## src/rtl/operand_loader_if.sv

```systemverilog
// Operand loader bus: switch/key inputs toward the loader and the captured operand outputs.
interface operand_loader_if #(
    parameter int W = 4
);
    logic [W-1:0] data;
    logic         cin_sw;
    logic         load;
    logic         clear;
    logic [W-1:0] x;
    logic [W-1:0] y;
    logic         cin;
    logic         valid;
    logic [1:0]   state;

    modport master (
        output data, cin_sw, load, clear,
        input  x, y, cin, valid, state
    );

    modport slave (
        input  data, cin_sw, load, clear,
        output x, y, cin, valid, state
    );
endinterface

```

## src/rtl/operand_loader.sv

```systemverilog
// Captures X, then Y and carry-in, on successive load-key presses for the adder datapath.
// Optional load-key debounce filter enabled by defining OPLOAD_DEBOUNCE_EN.
module operand_loader #(
    parameter int W         = 4,
    parameter int DB_CYCLES = 4
) (
    input  logic            clock,
    input  logic            resetn,
    operand_loader_if.slave bus
);
    typedef enum logic [1:0] {
        GET_X = 2'b00,
        GET_Y = 2'b01,
        READY = 2'b10
    } state_t;

    if (DB_CYCLES < 1 || DB_CYCLES > 255) begin : g_db_range
        $error("DB_CYCLES must be in 1..255");
    end

    logic         l1_reg, l2_reg, c1_reg, c2_reg;
    logic         ld;
    logic         ld_q_reg;
    logic         load_rise;
    logic [W-1:0] x_reg, y_reg;
    logic         cin_reg, valid_reg;
    state_t       state_reg;

`ifdef OPLOAD_DEBOUNCE_EN
    localparam int CW = $clog2(DB_CYCLES + 1);

    logic          ld_reg;
    logic [CW-1:0] cnt_reg;

    // ld only follows l2 once l2 has disagreed with it for DB_CYCLES cycles in a row
    always_ff @(posedge clock or negedge resetn) begin
        if (!resetn) begin
            ld_reg  <= 1'b0;
            cnt_reg <= '0;
        end else if (l2_reg == ld_reg) begin
            cnt_reg <= '0;
        end else if (cnt_reg == CW'(DB_CYCLES - 1)) begin
            ld_reg  <= l2_reg;
            cnt_reg <= '0;
        end else begin
            cnt_reg <= cnt_reg + 1'b1;
        end
    end

    assign ld = ld_reg;
`else
    assign ld = l2_reg;
`endif

    assign load_rise = ld & ~ld_q_reg;

    always_ff @(posedge clock or negedge resetn) begin
        if (!resetn) begin
            l1_reg    <= 1'b0;
            l2_reg    <= 1'b0;
            c1_reg    <= 1'b0;
            c2_reg    <= 1'b0;
            ld_q_reg  <= 1'b0;
            x_reg     <= '0;
            y_reg     <= '0;
            cin_reg   <= 1'b0;
            valid_reg <= 1'b0;
            state_reg <= GET_X;
        end else begin
            l1_reg   <= bus.load;
            l2_reg   <= l1_reg;
            c1_reg   <= bus.clear;
            c2_reg   <= c1_reg;
            // ld_q keeps tracking during clear so a key held through clear cannot fire afterwards
            ld_q_reg <= ld;

            if (c2_reg) begin
                x_reg     <= '0;
                y_reg     <= '0;
                cin_reg   <= 1'b0;
                valid_reg <= 1'b0;
                state_reg <= GET_X;
            end else begin
                case (state_reg)
                    GET_X: begin
                        if (load_rise) begin
                            x_reg     <= bus.data;
                            state_reg <= GET_Y;
                        end
                    end
                    GET_Y: begin
                        if (load_rise) begin
                            y_reg     <= bus.data;
                            cin_reg   <= bus.cin_sw;
                            valid_reg <= 1'b1;
                            state_reg <= READY;
                        end
                    end
                    READY: begin
                        if (load_rise) begin
                            x_reg     <= bus.data;
                            valid_reg <= 1'b0;
                            state_reg <= GET_Y;
                        end
                    end
                    default: begin
                        valid_reg <= 1'b0;
                        state_reg <= GET_X;
                    end
                endcase
            end
        end
    end

    assign bus.x     = x_reg;
    assign bus.y     = y_reg;
    assign bus.cin   = cin_reg;
    assign bus.valid = valid_reg;
    assign bus.state = state_reg;
endmodule

```

## src/flat_wrapper.sv

```systemverilog
// flat-port wrapper written by rule: the top's interface ports become plain ports
module operand_loader_flat 
#(
    parameter int W         = 4,
    parameter int DB_CYCLES = 4
)
  (clock, resetn, bus_data, bus_cin_sw, bus_load, bus_clear, bus_x, bus_y, bus_cin, bus_valid, bus_state);
  operand_loader_if #(.W(W)) bus_i ();
  input  logic clock;
  input  logic resetn;
  input wire logic [$bits(bus_i.data)-1:0] bus_data;
  input wire logic [$bits(bus_i.cin_sw)-1:0] bus_cin_sw;
  input wire logic [$bits(bus_i.load)-1:0] bus_load;
  input wire logic [$bits(bus_i.clear)-1:0] bus_clear;
  output wire logic [$bits(bus_i.x)-1:0] bus_x;
  output wire logic [$bits(bus_i.y)-1:0] bus_y;
  output wire logic [$bits(bus_i.cin)-1:0] bus_cin;
  output wire logic [$bits(bus_i.valid)-1:0] bus_valid;
  output wire logic [$bits(bus_i.state)-1:0] bus_state;
  assign bus_i.data = bus_data;
  assign bus_i.cin_sw = bus_cin_sw;
  assign bus_i.load = bus_load;
  assign bus_i.clear = bus_clear;
  assign bus_x = bus_i.x;
  assign bus_y = bus_i.y;
  assign bus_cin = bus_i.cin;
  assign bus_valid = bus_i.valid;
  assign bus_state = bus_i.state;
  operand_loader #(.W(W), .DB_CYCLES(DB_CYCLES)) u_core (.clock(clock), .resetn(resetn), .bus(bus_i));
endmodule
```

## config.mk

```make
export PLATFORM = sky130hd
export DESIGN_NAME = operand_loader_flat
export DESIGN_NICKNAME = d
export VERILOG_FILES = /design/src/rtl/operand_loader_if.sv /design/src/rtl/operand_loader.sv /design/src/flat_wrapper.sv
export SDC_FILE = /design/constraint.sdc
export NUM_CORES = 1
export LEC_CHECK = 0
export BUFFER_PORTS_ARGS = -buffer_cell sky130_fd_sc_hd__buf_4
export CORE_MARGIN = 2
export CORE_UTILIZATION = 30
export CTS_BUF_LIST = sky130_fd_sc_hd__clkbuf_4 sky130_fd_sc_hd__clkbuf_8
export DETAILED_ROUTE_END_ITERATION = 8
export GPL_TIMING_DRIVEN = 0
export PLACE_DENSITY_LB_ADDON = 0.1
export SYNTH_ARGS = -nofsm -noshare
export SYNTH_HDL_FRONTEND = slang
export SYNTH_SLANG_ARGS = --single-unit
```

## constraint.sdc

```tcl
create_clock -name clock -period 2.55 [get_ports clock]
set_input_delay 0.255 -clock clock [delete_from_list [all_inputs] [get_ports clock]]
set_output_delay 0.255 -clock clock [all_outputs]
set_load 0.005 [all_outputs]
```

==> impl_metrics.toml, run 1 <==
[setup_path]
worstSetupPathType = "flop to flop"
arrival_ns = 1.44
endpoint = "u_core.bus.y[0]$_DFFE_PN0P_"
cpMaxStageDelayCell = "dfrtp_1"
path_depth = 4
cp.buffers_inverters = 1
worstSetupStartpointType = "flop"
reg2reg_depth = 4
reg2reg_from = "u_core.bus.state[0]$_DFFE_PN0P_"
path_max_fanout = 10
crit_path_start = "u_core.bus.state[0]$_DFFE_PN0P_"
reg2reg_setup_slack_ns = 1.26
crit_path_end_kind = "flop"
cp_top_family = "flip-flops"
crit_required_ns = 2.70
path_cells = "and4bb_1 -> buf_6 -> mux2i_1 -> nor2_1"
critPathMaxStageDelay_ns = 0.52
worstReg2RegEnd = "u_core.bus.y[0]$_DFFE_PN0P_"

[logic_synthesis]
synthCells = 54
synth_top_area_share_pct = 65.6
ys_seq_elements = 17
synth_cell_types = 15
synth_area_leaders = "dfrtp_1, mux2i_1, a21oi_1, nor2_1, o21ai_0"
syn_nets = 63
yosys_warnings = 0
netlist_area_um2 = 648
synth_top_cell_by_area = "dfrtp_1"
syn_avg_cell_area_um2 = 12.0
synth-seq-area-share_pct = 65.6

[route]
totalWireLength_mm = 1.29
drc = 0
vias = 475
drt-vias-per-instance = 4.48
drt.antenna.violating_nets = 0
dr.pass1.iters = 2
drt_iter0_drc = 2
routedWlPerCell_um = 12.2

[floorplan]
rows = 16
io_pins = 21
start_util_pct = 32.4
die_width_um = 50.5
fp.dieH_um = 50.5
dieArea_um2 = 2550
core_area_um2 = 2000

[sta]
hold_violations = 0
finalClockSkew_ns = 0.00931
fin_crit_sh_pct = 50.6
setup_viol = 0
slew_headroom_pct = 69.0
finalCriticalPeriod_ns = 1.29
worst_slew_pin_slew_ns = 0.466
rsz0062_at_grt = "false"
fin_setup_tns_ns = 0
fmax_mhz = 775
slew_violations = 0
whs_ns = 0.0723

[finish]
ff_latch_area_um2 = 425
nets = 89
final_cell_mix = "buf_4, dfrtp_1, nor2_1, a21oi_1, mux2i_1"
post-route-cell-area_um2 = 872
drive_gt1_share_pct = 32.9
num-fill-cells = 215
final_util_pct = 43.6
area_growth_pct = 34.6
antenna_cells = 0
multiInputGateArea_um2 = 204
final_common_cell = "buf_4"

[global_route]
grt_pass1_vias = 529
grt_overflow = 0
grt_pass1_wl_mm = 2.17
grt_max_degree = 18
grt.total_usage_pct = 11.4
antenna_found_initial = 0

[pwr]
p_leak_uw = 0.000418
power_density_nw_per_um2 = 557
ir_drop_uv = 208
power.total_uw = 485

[placement]
place_area_um2 = 832
port_buffers = 20
place_hpwl_um = 879
place_congestion = 0.670

[cts]
cts_made_buffers = 3
cts.sinks = 17
cts_root_buf = "clkbuf_4"
worstSkewPairLatency_ns = 0.28
cts_tree = "done"
clk_path_buf_depth = 2
htreeDepth = 1
cts.clk_slew.worst_paths_ns = 0.10
cts_setup_buffers = 0

[outcome]
status = "finished clean"

[min_path]
hp-class = "input pin to flop"

[run]
cap_violations = 0
[routing by layer]
layer | wire length, um | GRT usage [%] | part of all wire [%] | vias to the layer above
met5 | 0 | 0 | 0 | -
met4 | 13 | 5.41 | 1.0 | 0
met3 | 66 | 2.68 | 5.1 | 2
met2 | 597 | 18.9 | 46 | 14
met1 | 611 | 14.0 | 47 | 229
li1 | - | - | - | 230
[stage by stage]
step / setup slack (ns) / std cells
2_1_floorplan: 1.40 / 54
3_3_place_gp: 1.26 / 101
3_5_place_dp: 1.25 / 101
4_1_cts: 1.23 / 106
5_1_grt: 1.16 / 106
6_report: 1.26 / 106
[repair_timing]
action                                  4_1_cts  5_1_grt
hold buffers                                  1        0
endpoints found under the setup margin        0        0
resized for setup                             0        0
hold endpoints to repair                     17        0
[cell type report]
| type | instances | area share [%] |
|---|---|---|
| flip-flops and latches | 17 | 48.8 |
| multi-input cells | 34 | 23.4 |
| repair buffers | 21 | 18.4 |
| well taps | 27 | 3.87 |
| clock buffers | 4 | 3.44 |
| plain buffers | 2 | 1.72 |
| inverters | 1 | 0.430 |
[Yosys cell counts]
master / n
mux2i_1: 5
and2b_1: 1
and4bb_1: 1
o21ai_0: 4
nor2b_1: 1
nor3b_2: 1
nand2b_1: 2
a21oi_1: 7
a31oi_1: 1
buf_6: 1
nor2_1: 7
inv_1: 1
nand2_1: 4
clkbuf_1: 1
dfrtp_1: 17
[cell families (layout without fill, tap and decap cells)]
family | Yosys count | after routing | synth area share [%]
AO/OA/AOI/OAI | 12 | 12 | 9.46
multiplexers | 5 | 5 | 7.72
flip-flops | 17 | 17 | 65.6
buffers and inverters | 3 | 28 | 2.89
AND/OR/NAND/NOR | 17 | 17 | 14.3
[power breakdown]
group          leakage (uW)  internal [uW]  total (uW)  switching (uW)
Clock             0.0000184           71.2         148            77.1
Combinational      0.000176           26.2        48.4            22.2
Sequential         0.000223            280         289            8.53
Total              0.000418            378         485             108
[how the worst min path moves through the flow]
stage / start / to / slack (ns) / cells after the start
6_report: bus_load / u_core.l1_reg$_DFF_PN0_ / 0.07 / 1
5_1_grt: bus_load / u_core.l1_reg$_DFF_PN0_ / 0.05 / 1
4_1_cts: bus_load / u_core.l1_reg$_DFF_PN0_ / 0.07 / 1
3_5_place_dp: resetn / u_core.bus.y[1]$_DFFE_PN0P_ / 0.13 / 1
3_3_place_gp: resetn / u_core.bus.y[1]$_DFFE_PN0P_ / 0.13 / 1
2_1_floorplan: resetn / u_core.bus.cin$_DFFE_PN0P_ / -0.04 / 0
No activity file was read; power rests on OpenSTA's default activity.
==> inputs of run 2 (changes only) <==
==> constraint.sdc (replaced) <==
create_clock -name clock -period 1.12 [get_ports clock]
set_input_delay 0.112 -clock clock [delete_from_list [all_inputs] [get_ports clock]]
set_output_delay 0.112 -clock clock [all_outputs]
set_load 0.005 [all_outputs]
==> run 2 against run 1 <==
Maximum frequency is 7.0% higher; critical path depth grew 1; non-clock buffer count grew 7; core utilization increased by 3.4 points; cell count is 6.6% higher; highest routed layer unchanged; worst setup slack worse by 1.3 ns; combinational power grew to 2.8 times the previous value; die area did not move; sequential share of layout area decreased by 3.4 points; critical endpoint is now u_core.bus.state[1]$_DFFE_PN0P_; the flow now finishes with violations (negative setup slack); via count up 8.2%; total power up 130%.
==> impl_metrics.toml, run 2 (synthesis results as in run 1) <==
[global_route]
antenna_found_initial = 0
grt_pass1_vias = 508
grt_pass1_wl_mm = 2.39
grt_max_degree = 18
grt.total_usage_pct = 13.4
grt_overflow = 0

[route]
drt.antenna.violating_nets = 0
drc = 0
routedWlPerCell_um = 12.6
drt-vias-per-instance = 4.55
totalWireLength_mm = 1.42
dr.pass1.iters = 2
drt_iter0_drc = 2
vias = 514

[cts]
htreeDepth = 1
cts_made_buffers = 3
cts.clk_slew.worst_paths_ns = 0.10
cts_tree = "done"
cts.sinks = 17
cts_root_buf = "clkbuf_4"
clk_path_buf_depth = 2
worstSkewPairLatency_ns = 0.30

[sta]
finalClockSkew_ns = 0.00928
fin_setup_tns_ns = -0.555
setup_viol = 11
worst_slew_pin_slew_ns = 0.442
fin_crit_sh_pct = 108
whs_ns = 0.0504
finalCriticalPeriod_ns = 1.21
layout_setup_ws_ns = -0.0860
slew_headroom_pct = 70.5
fmax_mhz = 829
slew_violations = 0
rsz0062_at_grt = "true"
hold_violations = 0

[finish]
area_growth_pct = 45.0
final_cell_mix = "buf_4, dfrtp_1, nor2_1"
drive_gt1_share_pct = 38.4
nets = 96
num-fill-cells = 224
antenna_cells = 0
final_common_cell = "buf_4"

[outcome]
status = "finished, violations left"
violations = "negative setup slack"

[setup_path]
crit_required_ns = 1.29
crit_path_start = "u_core.bus.state[0]$_DFFE_PN0P_"
worstSetupPathType = "flop to flop"
reg2reg_from = "u_core.bus.state[0]$_DFFE_PN0P_"
cpMaxStageDelayCell = "dfrtp_2"
path_max_fanout = 7
crit_path_end_kind = "flop"
path_cells = "and4bb_1 -> buf_6 -> buf_4 -> a21oi_2 -> nor2_1"
arrival_ns = 1.37
worstSetupStartpointType = "flop"
critPathMaxStageDelay_ns = 0.45

[floorplan]
start_util_pct = 32.4
rows = 16
die_width_um = 50.5
dieArea_um2 = 2550
io_pins = 21
core_area_um2 = 2000
fp.dieH_um = 50.5

[pwr]
clkPwrFrac_pct = 29.4
pwr-share-seq_pct = 58.3
power_density_nw_per_um2 = 1190
sw_frac_of_total_pct = 24.3
ir_drop_uv = 614
internal_power_uw = 849
pwr-share-comb_pct = 12.2
net-switching-power_uw = 273
p_leak_uw = 0.000453

[placement]
dp_slack_ns = -0.113
port_buffers = 20
place_hpwl_um = 865
place_congestion = 0.668

[run]
cap_violations = 0

[min_path]
hp-class = "input pin to flop"
min_from = "bus_data[3]"
run 2: final cells by class:
type	instances	area (um^2)	share of cell area (%)
tap	27	33.8	3.60
sequential	17	427	45.4
clock inverter	1	5.00	0.533
multi-input combinational	34	208	22.1
buffer	2	15.0	1.60
inverter	1	3.75	0.399
timing repair buffer	28	225	24.0
clock buffer	3	22.5	2.40
run 2: power by group through the flow:
stage	clock, uW	combinational, uW	sequential [uW]
2_1_floorplan	0	40.7	667
3_3_place_gp	0	110	669
3_5_place_dp	0	111	670
4_1_cts	348	132	654
5_1_grt	372	153	659
6_report	330	137	654
run 2: metrics by stage:
step                      total power, uW  utilization (%)  area [um^2]  std cells
after detailed placement              781             41.6          833        101
after floorplan                       708                -          649         54
final                                1120             46.9          940        113
after CTS                            1130             45.6          913        111
after global routing                 1180             46.9          940        113
after global placement                779             41.6          833        101
run 2: final timing paths:
path | to | slack, ns | cells past startpoint
worst min register to register | u_core.l2_reg$_DFF_PN0_ | 0.36 | 0
worst max-delay path | u_core.bus.state[1]$_DFFE_PN0P_ | -0.09 | 5
worst max register to register | u_core.bus.state[1]$_DFFE_PN0P_ | -0.09 | 5
max in group asynchronous | u_core.bus.state[0]$_DFFE_PN0P_ | 0.72 | 2
min in group asynchronous | u_core.bus.x[2]$_DFFE_PN0P_ | 0.20 | 2
worst min-delay path | u_core.bus.x[3]$_DFFE_PN0P_ | 0.05 | 3
run 2: per-layer routing:
layer	share of wire (%)	global-route usage (%)	vias up
li1	-	-	244
met1	44	15.5	248
met2	47	21.1	17
met3	6.6	3.87	5
met4	2.9	9.46	0
met5	0	0	-
run 2: what timing repair did:
item,4_1_cts,5_1_grt
endpoints found under the hold margin,19,0
hold buffers,3,0
gates resized for setup,0,3
setup endpoints to repair,12,13
pin swaps,1,1
buffers inserted,3,2
run 2: critical path: cells and delay by family, from the launching register on:
kind,cells,cell delay [ns]
AOI/OAI and AO/OA,1,0.09
buffers and inverters,2,0.27
DFF,1,0.45
and+or+nand+nor,2,0.26
